<file path="src/rtl/twiddle_pkg.sv">
// Shared types and constants for the runtime-loadable SDFT twiddle table.
package twiddle_pkg;

    typedef enum logic [1:0] {
        IDLE,
        LOAD,
        DONE
    } state_e;

    localparam int BYTE_W = 8;

    // Bytes per table entry: one real plus one imaginary coefficient.
    function automatic int calc_bpw(input int data_width);
        return (2 * data_width) / BYTE_W;
    endfunction

endpackage

</file>
<file path="src/rtl/twiddle_ram.sv">
// Simple dual-port coefficient store: one write port, one registered read-first read port.
module twiddle_ram #(
    parameter int addr_width = 4,
    parameter int data_width = 16
) (
    input  logic                  clk,
    input  logic                  reset,
    input  logic                  we,
    input  logic [addr_width-1:0] waddr,
    input  logic [data_width-1:0] wdata_real,
    input  logic [data_width-1:0] wdata_imaj,
    input  logic [addr_width-1:0] raddr,
    output logic [data_width-1:0] rdata_real,
    output logic [data_width-1:0] rdata_imaj
);

    localparam int DEPTH = 2 ** addr_width;

    logic [data_width-1:0] mem_real [DEPTH];
    logic [data_width-1:0] mem_imaj [DEPTH];
    logic [data_width-1:0] rdata_real_q, rdata_real_d;
    logic [data_width-1:0] rdata_imaj_q, rdata_imaj_d;

    // NOTE: the array has no reset so it maps onto block RAM; only the output register is cleared.
    always_ff @(posedge clk) begin
        if (we) begin
            mem_real[waddr] <= wdata_real;
            mem_imaj[waddr] <= wdata_imaj;
        end
    end

    // Sampling the array before the edge gives read-first behaviour on a same-address collision.
    always_comb begin
        rdata_real_d = mem_real[raddr];
        rdata_imaj_d = mem_imaj[raddr];
    end

    // NOTE: state registers use non-blocking assignments so every flop samples pre-edge values.
    always_ff @(posedge clk or posedge reset) begin
        if (reset) begin
            rdata_real_q <= '0;
            rdata_imaj_q <= '0;
        end else begin
            rdata_real_q <= rdata_real_d;
            rdata_imaj_q <= rdata_imaj_d;
        end
    end

    assign rdata_real = rdata_real_q;
    assign rdata_imaj = rdata_imaj_q;

endmodule

</file>
<file path="src/rtl/twiddle_loader.sv">
// Loads twiddle coefficients from a byte stream into a table read by the SDFT core.
// Optional TWIDDLE_LOADER_CHECKSUM_EN adds a modulo-256 byte checksum (csum, csum_valid).
module twiddle_loader
    import twiddle_pkg::*;
#(
    parameter int addr_width = 4,
    parameter int data_width = 16
) (
    input  logic                  clk,
    input  logic                  reset,
    input  logic                  load_start,
    input  logic [BYTE_W-1:0]     in_data,
    input  logic                  in_valid,
    output logic                  in_ready,
    output logic                  loading,
    output logic                  load_done,
    input  logic [addr_width-1:0] addr,
    output logic [data_width-1:0] dout_real,
    output logic [data_width-1:0] dout_imaj
`ifdef TWIDDLE_LOADER_CHECKSUM_EN
    ,
    output logic [BYTE_W-1:0]     csum,
    output logic                  csum_valid
`endif
);

    localparam int BPW     = calc_bpw(data_width);
    localparam int CNT_W   = (BPW > 1) ? $clog2(BPW) : 1;
    localparam int ASM_W   = (BPW - 1) * BYTE_W;
    localparam int ENTRY_W = 2 * data_width;

    localparam logic [CNT_W-1:0]      LAST_BYTE = CNT_W'(BPW - 1);
    localparam logic [addr_width-1:0] LAST_ADDR = '1;

    state_e                state_q, state_d;
    logic [CNT_W-1:0]      byte_cnt_q, byte_cnt_d;
    logic [addr_width-1:0] wr_addr_q, wr_addr_d;
    logic [ASM_W-1:0]      asm_q, asm_d;
    logic                  we;
    logic [ENTRY_W-1:0]    entry;

    // The final byte completes the entry directly, so the write lands on its acceptance edge.
    assign entry = {asm_q, in_data};

    // NOTE: every output of this block gets a default first, so no path can infer a latch.
    always_comb begin
        state_d    = state_q;
        byte_cnt_d = byte_cnt_q;
        wr_addr_d  = wr_addr_q;
        asm_d      = asm_q;
        we         = 1'b0;
        in_ready   = 1'b0;
        loading    = 1'b0;
        load_done  = 1'b0;

        case (state_q)
            IDLE: begin
                if (load_start) begin
                    state_d    = LOAD;
                    byte_cnt_d = '0;
                    wr_addr_d  = '0;
                end
            end
            LOAD: begin
                in_ready = 1'b1;
                loading  = 1'b1;
                // A restart wins over a byte offered in the same cycle.
                if (load_start) begin
                    byte_cnt_d = '0;
                    wr_addr_d  = '0;
                end else if (in_valid) begin
                    asm_d = ASM_W'({asm_q, in_data});
                    if (byte_cnt_q == LAST_BYTE) begin
                        we         = 1'b1;
                        byte_cnt_d = '0;
                        wr_addr_d  = wr_addr_q + 1'b1;
                        if (wr_addr_q == LAST_ADDR) begin
                            state_d = DONE;
                        end
                    end else begin
                        byte_cnt_d = byte_cnt_q + 1'b1;
                    end
                end
            end
            DONE: begin
                load_done = 1'b1;
                if (load_start) begin
                    state_d    = LOAD;
                    byte_cnt_d = '0;
                    wr_addr_d  = '0;
                end
            end
            default: state_d = IDLE;
        endcase
    end

    always_ff @(posedge clk or posedge reset) begin
        if (reset) begin
            state_q    <= IDLE;
            byte_cnt_q <= '0;
            wr_addr_q  <= '0;
            asm_q      <= '0;
        end else begin
            state_q    <= state_d;
            byte_cnt_q <= byte_cnt_d;
            wr_addr_q  <= wr_addr_d;
            asm_q      <= asm_d;
        end
    end

    twiddle_ram #(
        .addr_width (addr_width),
        .data_width (data_width)
    ) u_ram (
        .clk        (clk),
        .reset      (reset),
        .we         (we),
        .waddr      (wr_addr_q),
        .wdata_real (entry[ENTRY_W-1 -: data_width]),
        .wdata_imaj (entry[data_width-1:0]),
        .raddr      (addr),
        .rdata_real (dout_real),
        .rdata_imaj (dout_imaj)
    );

`ifdef TWIDDLE_LOADER_CHECKSUM_EN
    logic [BYTE_W-1:0] csum_q, csum_d;

    always_comb begin
        csum_d = csum_q;
        if (load_start) begin
            csum_d = '0;
        end else if (state_q == LOAD && in_valid) begin
            csum_d = csum_q + in_data;
        end
    end

    always_ff @(posedge clk or posedge reset) begin
        if (reset) begin
            csum_q <= '0;
        end else begin
            csum_q <= csum_d;
        end
    end

    assign csum       = csum_q;
    assign csum_valid = (state_q == DONE);
`endif

endmodule
</file>
<file path="config.mk">
export PLATFORM = sky130hd
export DESIGN_NAME = twiddle_loader
export DESIGN_NICKNAME = d
export VERILOG_FILES = /design/src/rtl/twiddle_pkg.sv /design/src/rtl/twiddle_ram.sv /design/src/rtl/twiddle_loader.sv
export SDC_FILE = /design/constraint.sdc
export NUM_CORES = 1
export LEC_CHECK = 0
export ABC_AREA = 1
export ABC_CLOCK_PERIOD_IN_PS = 3550
export CORE_MARGIN = 4
export CORE_UTILIZATION = 38
export CTS_BUF_LIST = sky130_fd_sc_hd__clkbuf_16
export DETAILED_ROUTE_END_ITERATION = 8
export PLACE_DENSITY_LB_ADDON = 0.08
export SLEW_MARGIN = 30
export SYNTH_ARGS = -nofsm -noshare
export SYNTH_HDL_FRONTEND = slang
export SYNTH_SLANG_ARGS = --single-unit
</file>
<file path="constraint.sdc">
create_clock -name clk -period 3.55 [get_ports clk]
set_input_delay 0.71 -clock clk [delete_from_list [all_inputs] [get_ports clk]]
set_output_delay 0.71 -clock clk [all_outputs]
set_load 0.005 [all_outputs]
</file>
; Yosys cells after proc, flatten, opt, wreduce, memory -nomap -nowiden
; Memory sizes are Yosys's and may differ from the RTL's. A register that Yosys moved wholly into a read port is not among the register bits.
; Index checks and enable logic that the tools add are counted.
[classes]
n_eq_ne = 11
reduce_logical = 7
addsub = 2
n_mux = 24
bitwise_logic = 1
[ops]
columns = operator, n
row1 = $mux 2, 9
row2 = $mux 4, 4
row3 = $mux 1, 8
row4 = $ne 2x2->1 const B, 4
row5 = $pmux 2 s2, 2
row6 = $pmux 4 s2, 1
row7 = $ne 3x3->1 const B, 2
row8 = $reduce_and 3->1, 2
row9 = $reduce_and 5->1, 1
row10 = $add 4x1->4 const B, 1
row11 = $eq 2x2->1 const B, 2
row12 = $eq 4x4->1 const B, 1
row13 = $reduce_and 4->1, 1
row14 = $add 2x1->2 const B, 1
row15 = $eq 2x1->1 const B, 1
row16 = $logic_not 2->1, 1
row17 = $ne 2x1->1 const B, 1
row18 = $reduce_bool 2->1, 1
row19 = $reduce_or 2->1, 1
row20 = $not 1->1, 1
[totals]
ram_bits = 512
mem_count = 2
out_inout_bits = 35
input_bits = 16
regBits = 32
wordCells = 51
[memory_table]
columns = memory, depth, word_bits, rd, rd_ports_with_merged_regs, wr, line
row1 = u_ram.mem_imaj, 16, 16, 1, 1, 1, twiddle_ram.sv:20  ; logic [data_width-1:0] mem_imaj [DEPTH];
row2 = u_ram.mem_real, 16, 16, 1, 1, 1, twiddle_ram.sv:19  ; logic [data_width-1:0] mem_real [DEPTH];

; Longest topological paths before layout
; Gate-level depths: netlist of run 1.
[depth]
depth_word = 7
ltp_mapped = 10

; Cells and area by module
; Synthesis of run 1 repeated with hierarchy kept, for this count alone.
[unflattened]
cells_unflattened = 2285
hier_area_um2 = 24379.6
[by_module_without_submodules]
columns = mod, n_inst, cells_each, area_per_inst_um2, seq_area_each_um2
row1 = twiddle_ram, 1, 2123, 22898.2, 16175.5
row2 = twiddle_loader, 1, 162, 1481.4, 800.8

; Worst setup path before layout of run 1
; Ideal clock, no wire load.
[synth_timing]
path_type = input -> register
start = input port in_valid
end = memory u_ram.mem_imaj[0][0], enable pin
path_slack_ns = 0.468
setup_ns = 0.421
path_buffers = 1
cell_stages = 7
arrival_ns = 2.661
cell_sequence = inv_1 nor2_1 buf_4 nand2_2 nor2_4 nand2_1 nor2_1
[synth_between]
elab_chain_len = 5
[synth_rtl]
columns = element, line
row1 = from (decl), twiddle_loader.sv:13  ; input logic in_valid,
row2 = $mux 1, twiddle_loader.sv:71  ; end else if (in_valid) begin
row3 = $mux 1, twiddle_loader.sv:68  ; if (load_start) begin
row4 = $mux 1, twiddle_loader.sv:56  ; case (state_q)
row5 = $mux 1, twiddle_ram.sv:26  ; if (we) begin
row6 = $mux 1 (implied by the code), twiddle_ram.sv:28  ; mem_imaj[waddr] <= wdata_imaj;
row7 = to (decl), twiddle_ram.sv:20
; No other way between the ends.

; Final worst setup path of run 1
[layout_timing]
start = register state_q[1]
end = output port in_ready
[layout_between]
elab_chain_len = 2
[layout_rtl]
columns = element, line
row1 = from (decl), twiddle_loader.sv:35  ; state_e state_q, state_d;
row2 = from (signal assigned), twiddle_loader.sv:104  ; state_q <= state_d;
row3 = $eq 2x1->1, twiddle_loader.sv:56
row4 = $mux 1, twiddle_loader.sv:56
row5 = to (decl), twiddle_loader.sv:14  ; output logic in_ready,
; No other way between the ends.

==> metrics.md, run 1 <==
| Metric | Value |
|---|---|
| Status | `finished clean` |
| Die area | `68100 um^2` |
| RSZ-0062 raised after global routing | `false` |
| Initial antenna violation count | `0` |
| Gpl congestion | `0.782` |
| DRT Wirelength | `65.6 mm` |
| Worst Path Arrival | `about 1.8 ns` |
| CTS Hold Bufs | `0` |
| Fmax | `roughly 0.4 GHz` |
| CTS root buffer | `clkbuf_16` |
| Power density over the cells | `between 500 and 600 nW/um^2` |
| Synth top cells by count | `nand2_1 (719), edfxtp_1 (512), inv_1 (406), nand3_1 (397), dfrtp_1 (64)` |
| Drt via density | `roughly 4.7` |
| Initial Util | `between 30% and 40%` |
| Slew Viols, Final | `0` |
| Yosys Warn Count | `0` |
| Crit Path Category | `register to output pin` |
| Mapped Area | `roughly 24000 um^2` |
| Vias | `approximately 15000` |
| Leak | `11.9 nW` |
| WL per Instance | `around 20 um` |
| Syn_nets | `~2300` |
| Fin util | `between 40% and 50%` |
| Most frequent cell after synthesis | `nand2_1` |
| Part of the power in combinational logic | `5.4%` |
| Global-route wire length before repair | `between 90 and 100 mm` |
| Syn Area/Cell | `approximately 11 um^2` |
| Yosys cell types | `23` |
| DIE HEIGHT | `261 um` |
| TNS Setup | `0 ns` |
| Crit Path Max Fanout | `4` |
| MaxCap Viol Count | `0` |
| Syn Inst Count | `roughly 2300` |
| H-tree depth | `3` |
| EDFF count, synth | `around 510` |
| P_int | `about 12 mW` |
| Sequential group share of total power | `around 52%` |
| Startpoint Class | `register` |
| Clock Skews | `0.00984 ns` |
| Post-synthesis sequential area ratio | `a little over two thirds` |
| Share of the synthesized area in the top cell type | `a little over three fifths` |
| Final hold violations | `0` |
| Cell taking the most area after synthesis | `edfxtp_1` |
| IO Pins | `51` |
| Number of port buffers | `50` |
| Postcts setup bufs | `0` |
| Crit path required time | `around 2.8 ns` |
| Hpwl dp | `between 30 and 40 mm` |
| Final setup margin | `1.04 ns` |
| Tmin final | `around 2.5 ns` |
| Nets | `2361` |
| Clock Path Buffers | `3` |
| Worst vdd ir | `between 0.3 and 0.4 mV` |
| Final setup fails | `0` |
| Post-route DRC | `0` |
| Worst-path clk slew | `0.06 ns` |
| Post-Place Worst Slack | `roughly 0.6 ns` |
| Clock power share | `between 40% and 50%` |
| Area delta synth->final | `15.0%` |
| Remaining Overflow, GRT | `0` |
| Core footprint | `approximately 63000 um^2` |
| Pin count of the biggest net entering global routing | `about 130` |
| Post-CTS sizing | `0` |
| Initial DRT Pass Iterations | `5` |
| Ys async rst share | `between 10% and 20%` |
| CTS tree | `built` |
| Ant. Diodes | `0` |
| Vias in the first global route | `between 15000 and 20000` |
| Period utilization | `a little over two thirds` |
| Post-route ant nets | `0` |
| HP Class | `input port to asynchronous set/reset pin` |
| Worst skew pair latency | `0.59 ns` |
| Main synth FF type | `edfxtp_1` |
| #FFs+latches synth | `approximately 580` |
| Synth top area cells | `edfxtp_1 (63%), nand2_1 (11%), nand3_1 (8.2%)` |
| Sink Count | `576` |
| Initial DRC count | `1104` |
| Switch Pwr | `between 3 and 4 mW` |
| CTS Buf Count | `66` |
| Setup crit end kind | `output pin` |
| Site Rows | `slightly above 90` |
| Die Width | `approximately 260 um` |
| Gr usage total | `19.5%` |
| Worst Max-Slew Pin Slew | `roughly 0.94 ns` |
| Normalized max-slew margin | `between 30 and 40%` |
| Sw Share | `between 20 and 25%` |
| Share of cells above drive strength 1 | `~7.3%` |
logic make-up after synthesis:
| logic type | share of synthesized area, % |
|---|---|
| and+or+nand+nor | 20.0 |
| buffers and inverters | 9.37 |
| AOI/OAI and AO/OA | 0.484 |
| DFF | 69.9 |
| adders and majority gates | 0.309 |
critical path, stage by stage, from the launching register on:
cell	delay (ns)
dfrtp_1	0.40
inv_1	0.09
nand2_2	0.09
inv_1	0.12
clkdlybuf4s50_1	0.51
placed cells by master, fill, tap and decap left out, drive strengths merged:
cell             n
dfrtp           64
nand3          397
ha               6
a21oi            9
edfxtp         512
clkinvlp         1
buf             60
bufinv           3
nor2            30
clkdlybuf4s50   45
nand2          722
clkbuf          72
nand4            2
nor3             2
clkinv          23
o21ai           12
o31ai            1
inv            428
worst paths after layout:
path,startpoint,endpoint,slack (ns),cells past startpoint
setup / recovery,state_q[1]$_DFFE_PP0P_,in_ready,1.04,4
hold / removal,reset,u_ram.rdata_imaj[4]$_DFF_PP0_,0.51,2
max in group asynchronous,reset,asm_q[9]$_DFFE_PP0P_,2.39,3
hold reg to reg,byte_cnt_q[1]$_DFFE_PP0P_,byte_cnt_q[1]$_DFFE_PP0P_,0.53,2
setup reg to reg,byte_cnt_q[0]$_DFFE_PP0P_,u_ram.mem_imaj[4][4]$_DFFE_PP_,1.49,6
min in group clk,byte_cnt_q[1]$_DFFE_PP0P_,byte_cnt_q[1]$_DFFE_PP0P_,0.53,2
state kept, by name, summed over array words and instances, names as in the netlist:
signal / flops
asm_q: 24
byte_cnt_q: 2
state_q: 2
u_ram.mem_imaj: 256
u_ram.mem_real: 256
u_ram.rdata_imaj: 16
u_ram.rdata_real: 16
wr_addr_q: 4
metal layers:
metal	wire length, um	up-vias	track usage (%)
met4	1750	0	6.37
met5	0	-	0
met2	32000	298	32.6
li1	-	7467	-
met1	29400	7514	26.6
met3	2520	86	2.66
metrics by stage:
| stage | std cells | instance area [um^2] | hold slack [ns] | power [mW] |
|---|---|---|---|---|
| floorplan | 2277 | 24300 | 0.471 | 8.39 |
| CTS | 3235 | 27900 | 0.514 | 15.4 |
| global placement | 3117 | 25900 | 0.495 | 8.95 |
| finish | 3235 | 27900 | 0.512 | 15.2 |
| global route | 3235 | 27900 | 0.544 | 15.8 |
| detailed placement | 3117 | 25900 | 0.507 | 8.96 |
power by group through the flow:
| stage | Sequential (mW) | Combinational (mW) | Clock (mW) |
|---|---|---|---|
| 6_report | 7.95 | 0.826 | 6.47 |
| 2_1_floorplan | 7.90 | 0.483 | 0 |
| 3_5_place_dp | 8.11 | 0.846 | 0 |
| 4_1_cts | 7.97 | 0.848 | 6.62 |
| 3_3_place_gp | 8.11 | 0.843 | 0 |
| 5_1_grt | 7.99 | 0.917 | 6.92 |
area by class of cell:
cell class | instances | area, um^2
Tap cell | 846 | 1060
Fill cell | 5965 | 35200
Clock buffer | 71 | 1780
Clock inverter | 47 | 273
Sequential cell | 576 | 17000
Multi-Input combinational cell | 1181 | 5170
Timing Repair Buffer | 106 | 1150
Inverter | 408 | 1540
Note: power is estimated with default switching activity, not from simulation.
==> run 2, diff against run 1 <==
--- a/config.mk
+++ b/config.mk
@@ -6,7 +6,7 @@
 export NUM_CORES = 1
 export LEC_CHECK = 0
 export ABC_AREA = 1
-export ABC_CLOCK_PERIOD_IN_PS = 3550
+export ABC_CLOCK_PERIOD_IN_PS = 2500
 export CORE_MARGIN = 4
 export CORE_UTILIZATION = 38
 export CTS_BUF_LIST = sky130_fd_sc_hd__clkbuf_16
==> constraint.sdc (replaced) <==
create_clock -name clk -period 2.5 [get_ports clk]
set_input_delay 0.5 -clock clk [delete_from_list [all_inputs] [get_ports clk]]
set_output_delay 0.5 -clock clk [all_outputs]
set_load 0.005 [all_outputs]
==> run 2 against run 1 <==
Worst hold slack worse by 0.29 ns; utilization is 0.30 points higher; first-iteration DRC count fell by 5.5%; non-clock buffer count is 25 higher; sequential share of layout area fell by 0.42 points; setup slack worse by 0.86 ns; sequential power increased by 41%; die area is the same; critical endpoint unchanged; clock-buffer cell count down 10; largest power group unchanged; routed wire length rose by 0.95%; combinational power is 50% higher.
==> metrics.md, run 2 (synthesized netlist as in run 1, its figures left out) <==
| Metric | Value |
|---|---|
| Number of port buffers | `50 (unchanged)` |
| Layout fillers | `5906 (-0.99%)` |
| Post-Route M1 WL | `29.6 mm (+0.64%)` |
| Ant. Diodes | `0 (unchanged)` |
| Status | `finished clean` |
| CP peak stage delay | `0.52 ns (about the same)` |
| MaxCap Viol Count | `0 (unchanged)` |
| Clock Skews | `0.0292 ns (+0.0193 ns)` |
| Post-Place Cell Area | `26300 um^2 (+1.6%)` |
| Worst Max-Slew Pin Slew | `0.850 ns (-0.0868 ns)` |
| Worst skew pair latency | `0.62 ns (+0.03 ns)` |
| CTS Buf Count | `61 (-7.6%)` |
| Post-CTS sizing | `0 (unchanged)` |
| Leak | `11.9 nW (+0.45%)` |
| Share of cells above drive strength 1 | `8.05% (+0.73 points)` |
| DR WL met3 | `3.08 mm (+22%)` |
| Normalized max-slew margin | `43.3% (+5.9 points)` |
| Drt via density | `4.77 (+0.33%)` |
| Sink Count | `576 (unchanged)` |
| Gr usage total | `19.7% (+0.15 points)` |
| Vias in the first global route | `15300 (+1.6%)` |
| Commonest cells after routing, fill and taps aside | `nand2_1 (719), edfxtp_1 (512), inv_1 (416), nand3_1 (397), dfrtp_1 (64)` |
| Worst-path clk slew | `0.06 ns (about the same)` |
| Slew Viols, Final | `0 (unchanged)` |
| Initial DRC count | `1043 (-5.5%)` |
| RSZ-0062 raised after global routing | `false` |
| Crit path required time | `2.00 ns (-0.84 ns)` |
| Crit Path Category | `register to output pin` |
| Initial Util | `38.5% (unchanged)` |
| Clock Path Buffers | `3 (unchanged)` |
| IO Pins | `51 (unchanged)` |
| Top flop regs | `u_ram.mem_imaj (256), u_ram.mem_real (256), asm_q (24)` |
| Pin count of the biggest net entering global routing | `79 (-39%)` |
| TNS Setup | `0 ns (unchanged)` |
| Global-route wire length before repair | `99.7 mm (+1.8%)` |
| DIE HEIGHT | `261 um (unchanged)` |
| Setup crit end kind | `output pin` |
| Cell Chain, Critical Path | `inv_1 > nand2_2 > inv_1 > clkdlybuf4s50_1` |
| Final setup fails | `0 (unchanged)` |
| Period utilization | `92.8%` |
| Gpl congestion | `0.798 (+2.0%)` |
| Power density over the cells | `739 nW/um^2 (+35%)` |
| Sequential cell area | `17000 um^2 (about the same)` |
| Area of the multi-input gates | `5170 um^2 (unchanged)` |
| Fin area | `28100 um^2 (+0.67%)` |
| Core footprint | `63200 um^2 (unchanged)` |
| Layout Cells excl Fill | `3255 (+0.62%)` |
| Initial antenna violation count | `0 (unchanged)` |
| Die area | `68100 um^2 (unchanged)` |
| Worst Path Arrival | `1.82 ns (+0.02 ns)` |
| Postcts setup bufs | `0 (unchanged)` |
| Slowest-stage cell, CP | `clkdlybuf4s50_1` |
| CP most frequent cell | `inv_1` |
| WL per Instance | `20.4 um (+0.33%)` |
| CTS root buffer | `clkbuf_16` |
| CTS Hold Bufs | `0 (unchanged)` |
| HP Class | `input port to asynchronous set/reset pin` |
| Final hold violations | `0 (unchanged)` |
| Vias | `15500 (+0.95%)` |
| Startpoint Class | `register` |
| Initial DRT Pass Iterations | `5 (unchanged)` |
| Area delta synth->final | `15.8%` |
| Crit path buf inv count | `3 (unchanged)` |
| Remaining Overflow, GRT | `0 (unchanged)` |
| Post-route DRC | `0 (unchanged)` |
| CTS tree | `built` |
| Commonest non-fill, non-tap cell in the layout | `nand2_1` |
| H-tree depth | `2 (-1)` |
| Tmin final | `between 2 and 2.5 ns` |
| Top sig layer | `met4` |
| Hpwl dp | `40.3 mm (+6.2%)` |
| Worst vdd ir | `0.663 mV (+67%)` |
| Nets | `2381 (+0.85%)` |
| Inst Count DP | `3142 (+0.80%)` |
| Post-route ant nets | `0 (unchanged)` |
| R2r setup slk | `0.57 ns (-0.92 ns)` |
| Crit Path Max Fanout | `4 (unchanged)` |
| Die Width | `261 um (unchanged)` |
| DRT Wirelength | `66.3 mm (+0.95%)` |
| Fmax | `between 0.4 and 0.5 GHz` |
| Site Rows | `92 (unchanged)` |
| Met2 wire length | `32.0 mm (about the same)` |
| Delay-heaviest family, CP | `buffers and inverters` |
==> run 2: where the power goes <==
| group | leakage (nW) | internal, mW | total, mW | switching [mW] |
|---|---|---|---|---|
| clock network | 0.945 | 4.60 | 8.32 | 3.73 |
| logic | 5.63 | 0.422 | 1.24 | 0.815 |
| registers | 5.37 | 10.8 | 11.2 | 0.394 |
| total | 11.9 | 15.9 | 20.8 | 4.94 |
==> run 2: metal layers <==
layer / vias up / global-route usage [%]
met5: - / 0
met3: 93 / 2.56
met4: 0 / 5.37
met1: 7553 / 27.2
met2: 358 / 32.9
li1: 7507 / -
==> run 2: path summary, 6_finish.rpt <==
path | from | end | cells past startpoint
hold reg to reg | asm_q[9]$_DFFE_PP0P_ | asm_q[9]$_DFFE_PP0P_ | 2
min in group clk | addr[3] | u_ram.rdata_real[7]$_DFF_PP0_ | 4
setup / recovery | state_q[1]$_DFFE_PP0P_ | in_ready | 4
setup reg to reg | byte_cnt_q[0]$_DFFE_PP0P_ | u_ram.mem_real[2][2]$_DFFE_PP_ | 6
max in group asynchronous | reset | u_ram.rdata_real[7]$_DFF_PP0_ | 3
hold / removal | reset | u_ram.rdata_imaj[0]$_DFF_PP0_ | 2
==> run 2: cell type report <==
type	count	area share, %
tap	846	3.76
multi-input combinational	1181	18.4
timing repair buffer	131	5.61
sequential	576	60.3
inverter	408	5.49
clock inverter	52	1.01
clock buffer	61	5.43
==> run 2: through the flow <==
stage	hold WS (ns)	setup WS (ns)	power, mW	utilization [%]
after global routing	0.251	0.0670	21.6	44.5
after floorplan	0.471	-0.372	11.9	-
after global placement	0.469	-0.0390	12.7	41.7
after detailed placement	0.477	-0.0118	12.7	41.7
final	0.221	0.179	20.8	44.5
after CTS	0.216	0.119	21.1	44.5
